--- src/rtl/pm_phase_gen_pkg.sv ---
// Shared constants and FSM encoding for the phase-modulated stimulus generator.
// The phase scale (pi = 2^31-1) matches the receive-side deviation measurement.
package pm_phase_gen_pkg;
    localparam int PHASE_W   = 32;
    localparam int DEV_W     = 42;
    localparam int TRI_SHIFT = 30;

    localparam logic signed [PHASE_W-1:0] PI_Q31  = 32'sd2147483647;
    localparam logic signed [DEV_W-1:0]   MAX_DEV = 42'sd10737418235;

    typedef enum logic [1:0] {
        ST_IDLE  = 2'd0,
        ST_PRIME = 2'd1,
        ST_RUN   = 2'd2
    } pm_state_e;
endpackage

--- src/rtl/pm_tri_shaper.sv ---
// Modulation accumulator folded into a zero-centred triangle, with a pulse
// marking the positive peak (accumulator MSB rising).
module pm_tri_shaper #(
    parameter int W = pm_phase_gen_pkg::PHASE_W
) (
    input  logic                clk_i,
    input  logic                rst_n_i,
    input  logic                clr_i,
    input  logic [W-1:0]        fcw_i,
    output logic signed [W-1:0] tri_o,
    output logic                peak_o
);
    import pm_phase_gen_pkg::*;

    localparam logic [W-1:0] TRI_OFS = W'(1) << (W-2);

    logic [W-1:0] acc_q;
    logic [W-1:0] t_u;
    logic         msb_q;

    // Upper half of the accumulator counts back down: 2^(W-1)-1 - x == ~x.
    always_comb begin
        t_u = {1'b0, (acc_q[W-1] ? ~acc_q[W-2:0] : acc_q[W-2:0])};
    end

    always_ff @(posedge clk_i or negedge rst_n_i) begin
        if (!rst_n_i) begin
            acc_q  <= '0;
            tri_o  <= '0;
            msb_q  <= 1'b0;
            peak_o <= 1'b0;
        end else if (clr_i) begin
            acc_q  <= '0;
            tri_o  <= '0;
            msb_q  <= 1'b0;
            peak_o <= 1'b0;
        end else begin
            acc_q  <= acc_q + fcw_i;
            tri_o  <= $signed(t_u - TRI_OFS);
            msb_q  <= acc_q[W-1];
            peak_o <= acc_q[W-1] & ~msb_q;
        end
    end
endmodule

--- src/rtl/pm_phase_gen.sv ---
// Carrier phase ramp plus triangle-modulated offset, wrapped to a signed phase
// word for a DDS / cos-sin LUT. Four-stage pipeline gated by a small FSM.
module pm_phase_gen #(
    parameter int                          PHASE_WIDTH = pm_phase_gen_pkg::PHASE_W,
    parameter int                          DEV_WIDTH   = pm_phase_gen_pkg::DEV_W,
    parameter logic signed [DEV_WIDTH-1:0] MAX_DEV     = pm_phase_gen_pkg::MAX_DEV
) (
    input  logic                        clk,
    input  logic                        rst_n,
    input  logic                        cfg_load,
    input  logic                        run_en,
    input  logic [PHASE_WIDTH-1:0]      carrier_fcw,
    input  logic [PHASE_WIDTH-1:0]      mod_fcw,
    input  logic signed [DEV_WIDTH-1:0] dev_peak,
    output logic [PHASE_WIDTH-1:0]      phase_out,
    output logic signed [DEV_WIDTH-1:0] mod_phase,
    output logic                        out_valid,
    output logic                        mod_sync,
    output logic                        cfg_err
);
    import pm_phase_gen_pkg::*;

    localparam int PROD_W = DEV_WIDTH + PHASE_WIDTH;

    pm_state_e                   state_q, state_d;
    logic [1:0]                  cnt_q, cnt_d;
    logic [PHASE_WIDTH-1:0]      car_fcw_q, mod_fcw_q;
    logic signed [DEV_WIDTH-1:0] dev_q, dev_d;
    logic                        cfg_err_q, clamp_hi, clamp_lo;
    logic                        clr, run_c;

    logic [PHASE_WIDTH-1:0]        car_acc_q, car2_q, car3_q, phase_q;
    logic signed [PHASE_WIDTH-1:0] tri_s2;
    logic                          pk_s2, pk3_q, pk4_q;
    logic signed [PROD_W-1:0]      prod_d, prod_q;
    logic signed [DEV_WIDTH-1:0]   mp_d, mp_q;

    always_comb begin
        clamp_hi = dev_peak > MAX_DEV;
        clamp_lo = dev_peak < -MAX_DEV;
        dev_d    = dev_peak;
        if (clamp_hi)      dev_d = MAX_DEV;
        else if (clamp_lo) dev_d = -MAX_DEV;
    end

    always_ff @(posedge clk or negedge rst_n) begin
        if (!rst_n) begin
            car_fcw_q <= '0;
            mod_fcw_q <= '0;
            dev_q     <= '0;
            cfg_err_q <= 1'b0;
        end else if (cfg_load) begin
            car_fcw_q <= carrier_fcw;
            mod_fcw_q <= mod_fcw;
            dev_q     <= dev_d;
            cfg_err_q <= clamp_hi | clamp_lo;
        end
    end

    always_ff @(posedge clk or negedge rst_n) begin
        if (!rst_n) begin
            state_q <= ST_IDLE;
            cnt_q   <= '0;
        end else begin
            state_q <= state_d;
            cnt_q   <= cnt_d;
        end
    end

    always_comb begin
        state_d = state_q;
        cnt_d   = '0;
        if (!run_en) begin
            state_d = ST_IDLE;
        end else if (cfg_load) begin
            state_d = ST_PRIME;
        end else begin
            case (state_q)
                ST_IDLE:  state_d = ST_PRIME;
                ST_PRIME: begin
                    cnt_d = cnt_q + 2'd1;
                    if (cnt_q == 2'd3) state_d = ST_RUN;
                end
                ST_RUN:   state_d = ST_RUN;
                default:  state_d = ST_IDLE;
            endcase
        end
    end

    // Any restart or stop empties the pipeline and zeroes both accumulators.
    always_comb begin
        run_c = (state_q == ST_RUN);
        clr   = cfg_load | ~run_en | (state_q == ST_IDLE);
    end

    pm_tri_shaper #(.W(PHASE_WIDTH)) u_tri (
        .clk_i   (clk),
        .rst_n_i (rst_n),
        .clr_i   (clr),
        .fcw_i   (mod_fcw_q),
        .tri_o   (tri_s2),
        .peak_o  (pk_s2)
    );

    // Low product bits are sign-agnostic, so an unsigned multiply of the
    // sign-extended operands yields the exact signed product.
    always_comb begin
        prod_d = {{PHASE_WIDTH{dev_q[DEV_WIDTH-1]}}, dev_q}
               * {{DEV_WIDTH{tri_s2[PHASE_WIDTH-1]}}, tri_s2};
        mp_d   = DEV_WIDTH'(prod_q >>> TRI_SHIFT);
    end

    always_ff @(posedge clk or negedge rst_n) begin
        if (!rst_n) begin
            car_acc_q <= '0;
            car2_q    <= '0;
            car3_q    <= '0;
            prod_q    <= '0;
            pk3_q     <= 1'b0;
            mp_q      <= '0;
            phase_q   <= '0;
            pk4_q     <= 1'b0;
        end else if (clr) begin
            car_acc_q <= '0;
            car2_q    <= '0;
            car3_q    <= '0;
            prod_q    <= '0;
            pk3_q     <= 1'b0;
            mp_q      <= '0;
            phase_q   <= '0;
            pk4_q     <= 1'b0;
        end else begin
            car_acc_q <= car_acc_q + car_fcw_q;
            car2_q    <= car_acc_q;
            car3_q    <= car2_q;
            prod_q    <= prod_d;
            pk3_q     <= pk_s2;
            mp_q      <= mp_d;
            phase_q   <= car3_q + mp_d[PHASE_WIDTH-1:0];
            pk4_q     <= pk3_q;
        end
    end

    assign out_valid = run_c;
    assign phase_out = run_c ? phase_q : '0;
    assign mod_phase = run_c ? mp_q : '0;
    assign mod_sync  = run_c & pk4_q;
    assign cfg_err   = cfg_err_q;
endmodule

--- config.mk ---
export PLATFORM = sky130hd
export DESIGN_NAME = pm_phase_gen
export DESIGN_NICKNAME = d
export VERILOG_FILES = /design/src/rtl/pm_phase_gen_pkg.sv /design/src/rtl/pm_tri_shaper.sv /design/src/rtl/pm_phase_gen.sv
export SDC_FILE = /design/constraint.sdc
export NUM_CORES = 2
export LEC_CHECK = 0
export CAP_MARGIN = 40
export CORE_UTILIZATION = 64
export CTS_CLUSTER_SIZE = 20
export DETAILED_ROUTE_END_ITERATION = 10
export GPL_ROUTABILITY_DRIVEN = 0
export PLACE_DENSITY = 0.79
export SLEW_MARGIN = 5
export SYNTH_ARGS = -nofsm -noshare
export SYNTH_HDL_FRONTEND = slang
export SYNTH_HIERARCHICAL = 1
export SYNTH_SLANG_ARGS = --single-unit
--- constraint.sdc ---
create_clock -name clk -period 13 [get_ports clk]
set_input_delay 1.3 -clock clk [delete_from_list [all_inputs] [get_ports clk]]
set_output_delay 1.3 -clock clk [all_outputs]
set_load 0.03 [all_outputs]
==> run summary <==
The run finished with clean final reports. The tools report the number of cells in the design after placement as 7735. In this run the worst hold path is classified as flop to flop.

Detailed routing inserted a total of 46520 vias. From bottom edge to top edge, the die measures 313.7 um. The count of placed standard cells in the final layout, fillers left out was 7817. The run gives 0.03253 uW as the cell leakage power. Largest driver fanout on the critical path: 53. Walking the worst path, the cells encountered are buf_4 > inv_1 > buf_4 > nor2_1 > fa_1 > fa_1 > fa_1 > fa_1 > fa_1 > fa_1 > fa_1 > fa_1 > ha_1 > nand4_1 > nor3_2 > nand2_1 > or3_1 > a211o_1 > and3_4 > or4_4 > o22ai_2 > nand4b_1 > o311ai_1.

The max-cap violation count is 0. The cell area that synthesis handed to floorplanning was 62180 um^2. The largest net degree at the start of global routing is 95, and the cell count after synthesis is 6535.

The I/O pin total was 187; the internal reg-to-reg setup slack was 3.97 ns. Synthesis produced a netlist with a net count of 8304. The total CTS buffers was 36.

Counting cells, the worst reg-to-reg path comes to 23. Number of enable-type register cells in the synthesized netlist: 0. The run gives 98410 um^2 as the die area. The worst reg2reg path startpoint was u_tri/tri_o[30].

The worst setup path is captured at a flop. In the layout the commonest cells are 1364 x sky130_fd_sc_hd__fa_1, 1332 x sky130_fd_sc_hd__inv_1, 1031 x sky130_fd_sc_hd__nand2_1. The logs give 0 for the sum of overflow across all layers after global routing and 8279 for the layout net count. For the worst-skew pair, the clock arrives at the later sink with an insertion delay of 0.58 ns. After detailed routing, the number of remaining DRC violations is 0. The final period demand of the worst path works out to 9.029 ns.

Iteration count of the initial detailed-routing pass: 7. For the pin with the worst max-slew slack, the measured transition is 0.9812 ns. The slowest stage of the critical path is the sky130_fd_sc_hd__fa_1 cell. The number of gates resized after CTS is 0, and the starting density of the core is 65.06%.

The count of final setup violators is 0. The total power of the final layout was 3834 uW; the number of vias per cell was 5.950. The floorplan step defined a core boundary enclosing 95580 um^2.

Among cell families on the critical path, the largest total delay comes from adder cells. The tools report the final-layout fill cell count as 7099. The synthesis-stage register bit count was 390. For this run, asynchronously set or reset flops after synthesis account for 100.0%. For the post-detailed-placement cell area, the log shows 65300 um^2. In this design, the stage delay of the slowest critical-path cell is 0.56 ns. Global routing used 37.36% of the available tracks across all layers. Measured against its own limit, the worst slew margin works out to 34.58%. The critical path crosses 23 cells after its start point.

The worst endpoint required time came out at 13.45 ns. The most used flip-flop cell after synthesis is sky130_fd_sc_hd__dfrtp_1. The mean instance size in the synthesized netlist was 9.515 um^2; the clock-pin slew reported for the worst setup and hold paths after clock tree synthesis was 0.08 ns. The via count of the first global-routing pass came out at 51430.

Startpoint of the tightest hold check path: u_tri/msb_q. The initial antenna violation count was 11; the overall die width was 313.7 um. The first global-routing pass estimated 279.6 mm of wire. The final standard cell area without fillers was 66600 um^2.

TritonCTS built the clock tree. The logs give 80 for the number of distinct standard cells referenced by the synthesized netlist and 0 for the quantity of hold-fixing buffers added after cts. The fraction of layout cells with a size suffix above 1 works out to 4.268%. The data arrival at the endpoint of the critical path was 9.48 ns.

The tools report the number of H-tree levels as 2. Leaving out fill and tap cells, the most frequent cell in the layout is sky130_fd_sc_hd__fa_1. The clock passes through at most 3 buffers.

Post-CTS timing repair inserted 0 buffers for setup. The initial DRC count was 3766; the share of the yosys chip area belonging to registers was 15.69%. After routing, the total negative slack on setup checks comes to 0 ns.

On the final layout, the worst clock skew is 0.03343 ns. The run gives 390 as the clock sink count. The cell with the most instances on the worst path was sky130_fd_sc_hd__fa_1. The endpoint identified for the worst register-to-register timing path is prod_q[70]. The critical path is of the flop to flop type. The final worst-path cycle share came out at 69.46%. Detailed placement finished with a half-perimeter wire length of 127.1 mm. In this run the remaining antenna-violating nets after routing total 0. The launching instance or port of the critical path is u_tri/tri_o[30]. For this run, the number of Yosys warnings is 6. Timing endpoint of the critical path: prod_q[70].

The number of hold violations in the final report came out at 0. The tree is rooted in a sky130_fd_sc_hd__clkbuf_16. The number of buffers and inverters on the critical path is 3. For the count of pins over their slew limit, the log shows 0. IR analysis of the VDD net gives a maximum drop of 0.0001168 V. For this block, the routed nets add up to 175.5 mm of wire.

In this run the power density over the cells is 57.58 nW/um^2. The area growth from synthesis to layout works out to 7.103%. Setup repair after global routing left no endpoint under its margin.

The worst setup path is launched from a flop. The detailed-route wire length per cell came out at 22.45 um. The floorplan has 113 rows. Timing would allow up to 110.8 MHz.

The number of buffers inserted by port buffering is 186.
## stage by stage
step | worst slack, ns | hold slack (ns) | utilization, %
floorplan | 5.194 | 0.3777 | -
detailed placement | 4.154 | 0.3903 | 68.32
finish | 3.971 | 0.3971 | 69.68
global placement | 4.237 | 0.3826 | 67.95
global route | 3.716 | 0.4199 | 69.67
CTS | 4.121 | 0.3989 | 69.62
## per-layer routing
metal  wire length [um]  GRT usage (%)  part of all wire [%]
met1              59720          44.96                    34
met5                  0              0                     0
met2              84940          61.48                    48
met4              13040          23.13                   7.4
met3              17800          8.365                    10
## registers in the layout, summed over array words and instances, names as in the netlist
signal        flops
cnt_q             2
u_tri/msb_q       1
car3_q           32
car_acc_q        32
mp_q             42
phase_q          32
mod_fcw_q        32
car_fcw_q        32
prod_q           42
pk4_q             1
pk3_q             1
u_tri/peak_o      1
cfg_err           1
car2_q           32
u_tri/acc_q      32
dev_q            42
u_tri/tri_o      31
state_q           2
## cell usage after synthesis, drive strengths merged, types with 23 or more instances
cell    count  area (um^2)
nand2    1031         3870
nand3      28        140.1
mux2       82        923.4
ha        295         3691
o21ai      85        429.2
nand4      34        212.7
dfrtp     390         9759
xor2       55        481.7
a21o       74        556.8
xnor2     100        875.8
a211oi     23        172.7
nand2b     24        150.1
nor2b      27        168.9
nor3       24        125.1
and2      556         3480
a21oi     194        974.7
fa       1364        27310
clkbuf    327         1227
inv      1333         5004
nor2      290         1091
## worst register-to-register path, cell delays in order (launching register included)
cell                       delay (ns)
sky130_fd_sc_hd__dfrtp_1         0.33
sky130_fd_sc_hd__buf_4           0.47
sky130_fd_sc_hd__inv_1           0.33
sky130_fd_sc_hd__buf_4           0.31
sky130_fd_sc_hd__nor2_1          0.21
sky130_fd_sc_hd__fa_1            0.46
sky130_fd_sc_hd__fa_1            0.53
sky130_fd_sc_hd__fa_1            0.46
sky130_fd_sc_hd__fa_1            0.55
sky130_fd_sc_hd__fa_1            0.44
sky130_fd_sc_hd__fa_1            0.56
sky130_fd_sc_hd__fa_1            0.45
sky130_fd_sc_hd__fa_1            0.46
sky130_fd_sc_hd__ha_1            0.41
sky130_fd_sc_hd__nand4_1         0.29
sky130_fd_sc_hd__nor3_2          0.31
sky130_fd_sc_hd__nand2_1         0.11
sky130_fd_sc_hd__or3_1           0.47
sky130_fd_sc_hd__a211o_1         0.46
sky130_fd_sc_hd__and3_4          0.25
sky130_fd_sc_hd__or4_4           0.55
sky130_fd_sc_hd__o22ai_2         0.24
sky130_fd_sc_hd__nand4b_1        0.14
sky130_fd_sc_hd__o311ai_1        0.12
## worst min-delay path by stage
| stage | end | slack, ns | cells past startpoint |
|---|---|---|---|
| after floorplan | u_tri/peak_o | 0.38 | 1 |
| after global placement | u_tri/peak_o | 0.38 | 1 |
| after detailed placement | u_tri/peak_o | 0.39 | 1 |
| after CTS | u_tri/peak_o | 0.40 | 1 |
| after global routing | u_tri/peak_o | 0.42 | 1 |
| final | u_tri/peak_o | 0.40 | 1 |
## logic make-up (layout without fill, tap and decap cells)
group	after synthesis	in the layout	share of synthesized area (%)
compound gates	500	500	5.121
xor+xnor	155	155	2.183
fa+ha+maj	1659	1659	49.85
buf+inv	1673	1675	10.12
flops	390	390	15.69
mux	83	83	1.501
other cells	0	15	0
simple gates	2075	2075	15.53
## area by class of cell
| type | count | area, um^2 | area share [%] |
|---|---|---|---|
| clock inverters | 15 | 195.2 | 0.2931 |
| multi-input cells | 4472 | 46150 | 69.30 |
| flip-flops and latches | 390 | 9782 | 14.69 |
| diodes | 15 | 37.54 | 0.05636 |
| inverters | 1333 | 5006 | 7.517 |
| clock buffers | 50 | 1044 | 1.567 |
| repair buffers | 277 | 2798 | 4.201 |
| well taps | 1265 | 1583 | 2.377 |
## power breakdown
part / switching (uW) / internal [uW] / leakage, uW
sequential: 86.6 / 1270 / 0.00514
combinational: 855 / 486 / 0.0268
clock: 510 / 631 / 0.000608
Power figures use the tool's default switching activity.
